[config.mk]
export PLATFORM = sky130hd
export DESIGN_NAME = perf_session_ctrl
export DESIGN_NICKNAME = d
export VERILOG_FILES = /design/src/rtl/perf_pkg.sv /design/src/rtl/perf_drain_timer.sv /design/src/rtl/perf_session_ctrl.sv
export SDC_FILE = /design/constraint.sdc
export NUM_CORES = 1
export LEC_CHECK = 0
export BUFFER_PORTS_ARGS = -buffer_cell sky130_fd_sc_hd__buf_2
export CAP_MARGIN = 10
export CORE_MARGIN = 4
export CORE_UTILIZATION = 42
export CTS_CLUSTER_DIAMETER = 50
export DETAILED_ROUTE_END_ITERATION = 8
export MAX_ROUTING_LAYER = met4
export PLACE_DENSITY = 0.75
export SLEW_MARGIN = 30
export SYNTH_ARGS = -nofsm -noshare
export SYNTH_HDL_FRONTEND = slang
export SYNTH_SLANG_ARGS = --single-unit
[constraint.sdc]
create_clock -name clk -period 2 [get_ports clk]
set_input_delay 0.3 -clock clk [delete_from_list [all_inputs] [get_ports clk]]
set_output_delay 0.3 -clock clk [all_outputs]
set_load 0.02 [all_outputs]
[src/rtl/perf_pkg.sv]
// perf_pkg: shared state encoding and counter-bank index map for the perf session controller
package perf_pkg;
  typedef enum logic [2:0] {S_IDLE, S_RUN, S_DRAIN, S_DUMP, S_DONE} state_t;
  localparam int NUM_CNT_DEF = 9;
  localparam int IDX_CYCLES = 0;
  localparam int IDX_INSTRUCTIONS = 1;
  localparam int IDX_STALLS = 2;
  localparam int IDX_BUBBLES = 3;
  localparam int IDX_FORWARDS = 4;
  localparam int IDX_RAW_HAZARDS = 5;
  localparam int IDX_COND_BRANCHES = 6;
  localparam int IDX_UNCOND_BRANCHES = 7;
  localparam int IDX_COND_MISPRED = 8;
endpackage

[src/rtl/perf_drain_timer.sv]
// perf_drain_timer: loadable 8-bit down-counter with zero flag
module perf_drain_timer (
  input  logic       clk,
  input  logic       rst,
  input  logic       load,
  input  logic       dec,
  input  logic [7:0] load_val,
  output logic       zero
);
  logic [7:0] cnt;
  always_ff @(posedge clk)
    if (rst) cnt <= '0;
    else if (load) cnt <= load_val;
    else if (dec && cnt != 8'd0) cnt <= cnt - 8'd1;
  assign zero = cnt == 8'd0;
endmodule

[src/rtl/perf_session_ctrl.sv]
// perf_session_ctrl: measurement-window sequencer and counter dump streamer.
// Define PERF_SESSION_CHECKSUM_EN to append an XOR checksum word after the counters.
module perf_session_ctrl
  import perf_pkg::*;
#(
  parameter int NUM_CNT      = NUM_CNT_DEF,
  parameter int IDX_W        = 4,
  parameter int DRAIN_CYCLES = 10
) (
  input  logic             clk,
  input  logic             rst,
  input  logic             start,
  input  logic             halt_detect,
  output logic             perf_enable,
  output logic [IDX_W-1:0] cnt_sel,
  input  logic [31:0]      cnt_data,
  output logic             out_valid,
  input  logic             out_ready,
  output logic [IDX_W-1:0] out_idx,
  output logic [31:0]      out_data,
  output logic             busy,
  output logic             done
);
  state_t state;
  logic [IDX_W-1:0] idx;
  logic drain_zero, xfer;
  assign xfer = out_valid && out_ready;
  perf_drain_timer u_drain (
    .clk(clk),
    .rst(rst),
    .load(state == S_RUN && halt_detect),
    .dec(state == S_DRAIN),
    .load_val(8'(DRAIN_CYCLES - 1)),
    .zero(drain_zero)
  );
`ifdef PERF_SESSION_CHECKSUM_EN
  localparam int LAST = NUM_CNT;
  logic [31:0] csum;
  always_ff @(posedge clk)
    if (rst || (state == S_DRAIN && drain_zero)) csum <= '0;
    else if (xfer && idx != IDX_W'(NUM_CNT)) csum <= csum ^ cnt_data;
  assign out_data = idx == IDX_W'(NUM_CNT) ? csum : cnt_data;
`else
  localparam int LAST = NUM_CNT - 1;
  assign out_data = cnt_data;
`endif
  always_ff @(posedge clk)
    if (rst) begin
      state       <= S_IDLE;
      perf_enable <= 1'b0;
      out_valid   <= 1'b0;
      idx         <= '0;
    end else begin
      case (state)
        S_IDLE: if (start) begin
          state       <= S_RUN;
          perf_enable <= 1'b1;
        end
        S_RUN: if (halt_detect) state <= S_DRAIN;
        S_DRAIN: if (drain_zero) begin
          state       <= S_DUMP;
          perf_enable <= 1'b0;
          out_valid   <= 1'b1;
          idx         <= '0;
        end
        S_DUMP: if (xfer) begin
          if (idx == IDX_W'(LAST)) begin
            state     <= S_DONE;
            out_valid <= 1'b0;
          end else idx <= idx + 1'b1;
        end
        default: ;
      endcase
    end
  assign cnt_sel = idx;
  assign out_idx = idx;
  assign busy    = state == S_RUN || state == S_DRAIN || state == S_DUMP;
  assign done    = state == S_DONE;
endmodule
==> results of run 1 <==
[repair_timing]
item,in CTS,in global routing
gates resized for setup,0,1
setup endpoints to repair,0,2
hold buffers,0,0
[cells in the final DEF (no fill, tap or decap), types with 4 or more instances in the layout]
master	instances
buf_2	16
dfxtp_1	17
ha_1	4
a311oi_1	4
a211oi_1	5
nor3_1	5
nand2_1	5
a21oi_1	5
nor2_1	12
inv_1	9
[worst max-delay path: cells and delay by family, from the launching register on]
family	cells	cell delay, ps
simple gates	1	190
buf+inv	1	100
flops	1	450
compound gates	3	740
fa+ha+maj	1	210
[stage by stage]
stage,setup WS [ps],cells
after floorplan,330,145
after global placement,260,151
after detailed placement,143,151
after CTS,123,155
after global routing,57.6,155
final,212,155
[final cells by class]
type / count / area (µm²)
well taps: 31 / 38.8
inverters: 9 / 33.8
clock buffers: 3 / 22.5
fillers: 264 / 1720
flip-flops and latches: 17 / 340
repair buffers: 16 / 80.1
clock inverters: 1 / 5.00
multi-input cells: 78 / 593
[registers in the layout, indices dropped and copies added (netlist names)]
| name | flops |
|---|---|
| u_drain.cnt | 8 |
| cnt_sel | 4 |
| perf_enable | 1 |
| out_valid | 1 |
| state | 3 |
[cell families (layout without fill, tap and decap cells)]
logic type,Yosys count,count (layout),synth area share
buffers and inverters,50,29,0.267
and+or+nand+nor,42,42,0.199
AOI/OAI and AO/OA,28,28,0.196
DFF,17,17,0.269
adders and majority gates,4,4,0.0396
xor gates and xnor gates,3,3,0.0208
muxes,1,1,0.00890
[power groups by stage]
stage / Sequential [mW] / Clock (mW) / Combinational (mW)
2_1_floorplan: 0.452 / 0 / 0.511
3_3_place_gp: 0.466 / 0 / 0.465
3_5_place_dp: 0.471 / 0 / 0.487
4_1_cts: 0.463 / 0.193 / 0.489
5_1_grt: 0.476 / 0.217 / 0.552
6_report: 0.465 / 0.186 / 0.498
[worst min path at each step]
stage,from,end,slack [ps]
finish,rst,cnt_sel[1],300
global route,rst,cnt_sel[1],280
CTS,rst,cnt_sel[1],300
detailed placement,cnt_sel[3],cnt_sel[3],530
global placement,cnt_sel[3],cnt_sel[3],520
floorplan,u_drain.cnt[6],u_drain.cnt[6],530
[per-layer routing]
layer / part of all wire / vias to the layer above
li1: - / 422
met1: 0.40 / 407
met2: 0.48 / 32
met3: 0.093 / 20
met4: 0.035 / 0
met5: 0 / -
==> results.toml, run 1 <==
[timing]
skew_ps = 20.9
finalSetupViolations = 0
final.min_clock_period_ps = 1790
holdWs_ps = 296
final_hold_viol_count = 0
slew_headroom = 0.607
finalCritPeriodShare = 0.894
drv_slew = 0
tns_ps = 0
fmax_ghz = 0.559
tightest_slew_ps = 585
rsz0062_at_grt = "false"

[power]
powerDensity_mw_per_mm2 = 1030
p_int_mw = 0.675
leakagePower_nw = 0.440
seqPwrFrac = 0.405
power_mw = 1.15
combPwrFrac = 0.434
clock_power_share = 0.162
vdd_drop_max_mv = 0.382
p_sw_mw = 0.473
p_sw_frac = 0.412

[critical_path]
cp-end-kind = "flip-flop"
required_ps = 2180
crit_start = "u_drain.cnt[0]"
crit_chain = "inv_1 -> ha_1 -> nor3b_4 -> a2111oi_4 -> a21oi_1 -> o21ba_1"
crit_fanout = 7
r2r_slack_ps = 210
max_stage_delay_ps = 450
endpoint = "u_drain.cnt[5]"
critPathLaunchType = "flip-flop"
critPathArrivalTime_ps = 1970
slowest_stage = "dfxtp_1"
r2r-end = "u_drain.cnt[5]"
path_class = "reg2reg"
ff2ff_path_depth = 6
rr_startpoint = "u_drain.cnt[0]"

[synthesis]
yosysTopAreaCell = "dfxtp_1"
syn_inst = 145
synth_top_cells_by_area = "dfxtp_1 (27%), buf_4 (23%), a2111oi_4 (4.4%)"
ys_seq_area_frac = 0.269
synth_enable_flop_cells = 0
synth_area_mm2 = 0.00126
synth_seq_cells = 17
synth_top_area_frac = 0.269
synth_area_per_cell_um2 = 8.72
async_reset_ff_frac = 0
yosysMostFrequentCell = "buf_4"
synth_ff_type = "dfxtp_1"
synth_nets = 186
synth_common_cells = "buf_4 (38), dfxtp_1 (17), nor2_1 (12), inv_1 (9)"
ys_types = 38
synth_warnings = 0

[die]
core_mm2 = 0.00283
num_rows = 19
die_y_um = 62.9
ios = 81
start_util = 0.447
die_area_mm2 = 0.00395
die_w_um = 62.9

[cts]
cts_tree = "yes"
path_clk_slew_ps = 110
cts_root_buffer = "clkbuf_4"
cts_buffers = 3
clockBufferDepth = 2
cts.sinks = 17
clkLatencyLatePin_ps = 300
htreeDepth = 1
cts_setup_buffers = 0

[cells_and_area]
final_cell_area_mm2 = 0.00111
drive_above_1_share = 0.242
syn_to_final_growth_pct = -12.0
post-route-util = 0.394
final_nets = 166
antennaDiodeCount = 0

[global_route]
grt_pass1_wl_um = 3860
grtUsageMet2 = 0.191
use_met1 = 0.129
met3_usage = 0.0540
gr-total-overflow = 0
grt_max_degree = 12
antenna_found_initial = 0
grt_usage = 0.121
busiest_layer = "met2"
first_global_vias = 868

[drt]
vias = 881
drt-pass1-iter-count = 4
via_per_inst = 5.68
ant_nets = 0
wl_per_cell_um = 14.7
wirelength_um = 2280
drt_iter0_drc = 85
drc = 0

[min_path]
hp-class = "in2reg"
holdPathStages = 2

[place]
post-dp-hpwl_um = 1770
gp_congestion = 0.895
port_buffers = 16
placed_cell_area_mm2 = 0.00108

[job]
maxCapViolations = 0

[status]
status = "finished, final reports clean"
Power figures use the tool's default switching activity.
==> run 2, diff against run 1 <==
- PLACE_DENSITY: 0.75 -> 0.89
- clock period: 2 -> 1.69 ns (I/O delays scaled with it)
==> run 2 against run 1 <==
Net effect: combinational power increased by 46%; critical path depth is 1 higher; non-clock buffer count is 6 higher; worst hold slack worse by 33 ps; sequential share of layout area down 1.4 points; via count grew 1.5%; design area increased by 5.6%; total power grew 29%; utilization rose by 2.2 points; register-to-register slack worse by 100 ps; critical path type unchanged.
==> results.toml, run 2 (synthesized netlist as in run 1, its figures left out) <==
[min_path]
holdPathStages = 2
worstHoldEndpoint = "u_drain.cnt[0]"
hp-class = "in2reg"
min_from = "rst"

[timing]
finalSetupViolations = 0
final_hold_viol_count = 0
holdWs_ps = 264
fmax_ghz = 0.632
tightest_slew_ps = 461
drv_slew = 0
finalCritPeriodShare = 0.936
final.min_clock_period_ps = 1580
rsz0062_at_grt = "false"
skew_ps = 1.30
slew_headroom = 0.692
layout_setup_ws_ps = 108

[critical_path]
ff2ff_path_depth = 7
rr_startpoint = "u_drain.cnt[0]"
required_ps = 1890
critPathLaunchType = "flip-flop"
critPathArrivalTime_ps = 1780
crit_start = "u_drain.cnt[0]"
r2r-end = "u_drain.cnt[4]"
cp-end-kind = "flip-flop"
r2r_slack_ps = 110
path_class = "reg2reg"
crit_fanout = 7

[drt]
ant_nets = 0
vias = 894
wl_per_cell_um = 13.3
drt-pass1-iter-count = 5
via_per_inst = 5.55
wirelength_um = 2150
drt_iter0_drc = 81
drc = 0

[cts]
cts.sinks = 17
ctsHoldBuffers = 0
cts_root_buffer = "clkbuf_4"
clkLatencyLatePin_ps = 290
cts_tree = "yes"
cts_buffers = 3
path_clk_slew_ps = 100
htreeDepth = 1
clockBufferDepth = 2

[place]
pre_cts_ws_ps = -11.2
gp_congestion = 0.808
post-dp-hpwl_um = 1560
port_buffers = 16

[power]
vdd_drop_max_mv = 0.434
leakagePower_nw = 0.479
powerDensity_mw_per_mm2 = 1260
power_mw = 1.48

[die]
num_rows = 19
die_y_um = 62.9
core_mm2 = 0.00283
start_util = 0.447
ios = 81
die_area_mm2 = 0.00395
die_w_um = 62.9

[global_route]
gr-total-overflow = 0
first_global_vias = 805
antenna_found_initial = 0
grt_pass1_wl_um = 3670
grt_usage = 0.119
grt_max_degree = 12

[cells_and_area]
final_common_cell = "buf_2"
antennaDiodeCount = 0
final_cell_mix = "buf_2 (16), dfxtp_1 (15), nor2_1 (12), inv_1 (9), buf_4 (6)"
top_register = "u_drain.cnt"
syn_to_final_growth_pct = -7.02
largest_reg_flops = 8
final_nets = 172
drive_above_1_share = 0.308

[status]
status = "finished, final reports clean"

[job]
maxCapViolations = 0
run 2: worst max-delay path, cell delays in order (launching register included):
cell       delay, ps
dfxtp_2          340
inv_1             50
ha_1             190
nor3b_4          190
buf_4            160
a2111oi_4        350
xnor2_1          160
nor2_1            50
run 2: worst max-delay path by stage:
stage / endpoint / slack (ps) / depth (start not counted)
floorplan: u_drain.cnt[5] / 20 / 6
global placement: u_drain.cnt[5] / 40 / 7
detailed placement: u_drain.cnt[5] / -10 / 7
CTS: u_drain.cnt[5] / 20 / 7
global route: u_drain.cnt[5] / 20 / 6
finish: u_drain.cnt[4] / 110 / 7
run 2: layout make-up:
cell class                 instances  area (µm²)
sequential                        17         343
multi-input combinational         78         609
timing repair buffer              22         125
tap                               31        38.8
fill                             264        1650
inverter                           9        33.8
clock buffer                       4        26.3
run 2: per-stage QoR:
stage,cells,area [µm²],setup TNS (ps),util
after floorplan,145,1260,0,-
after global placement,157,1120,0,0.398
after detailed placement,157,1120,-11.2,0.398
after CTS,161,1150,0,0.407
after global routing,161,1180,0,0.416
final,161,1180,0,0.416
run 2: power breakdown:
part | leakage (nW) | internal (mW) | total, mW | switching, mW
Sequential | 0.139 | 0.462 | 0.528 | 0.0661
Clock | 0.0150 | 0.0920 | 0.227 | 0.135
Combinational | 0.325 | 0.333 | 0.729 | 0.396
run 2: repair_timing:
action / in CTS / in global routing
buffers inserted: 0 / 2
setup endpoints to repair: 1 / 7
gates resized for setup: 0 / 7
pin swaps: 1 / 4
gates cloned: 0 / 0
run 2: metal layers:
metal / share of wire / routed length [µm] / vias up / GRT usage
met5: 0 / 0 / - / -
met4: 0.011 / 24 / 0 / 0.0413
met3: 0.086 / 184 / 6 / 0.0486
met2: 0.46 / 992 / 24 / 0.175
met1: 0.44 / 947 / 428 / 0.145
li1: - / - / 436 / -
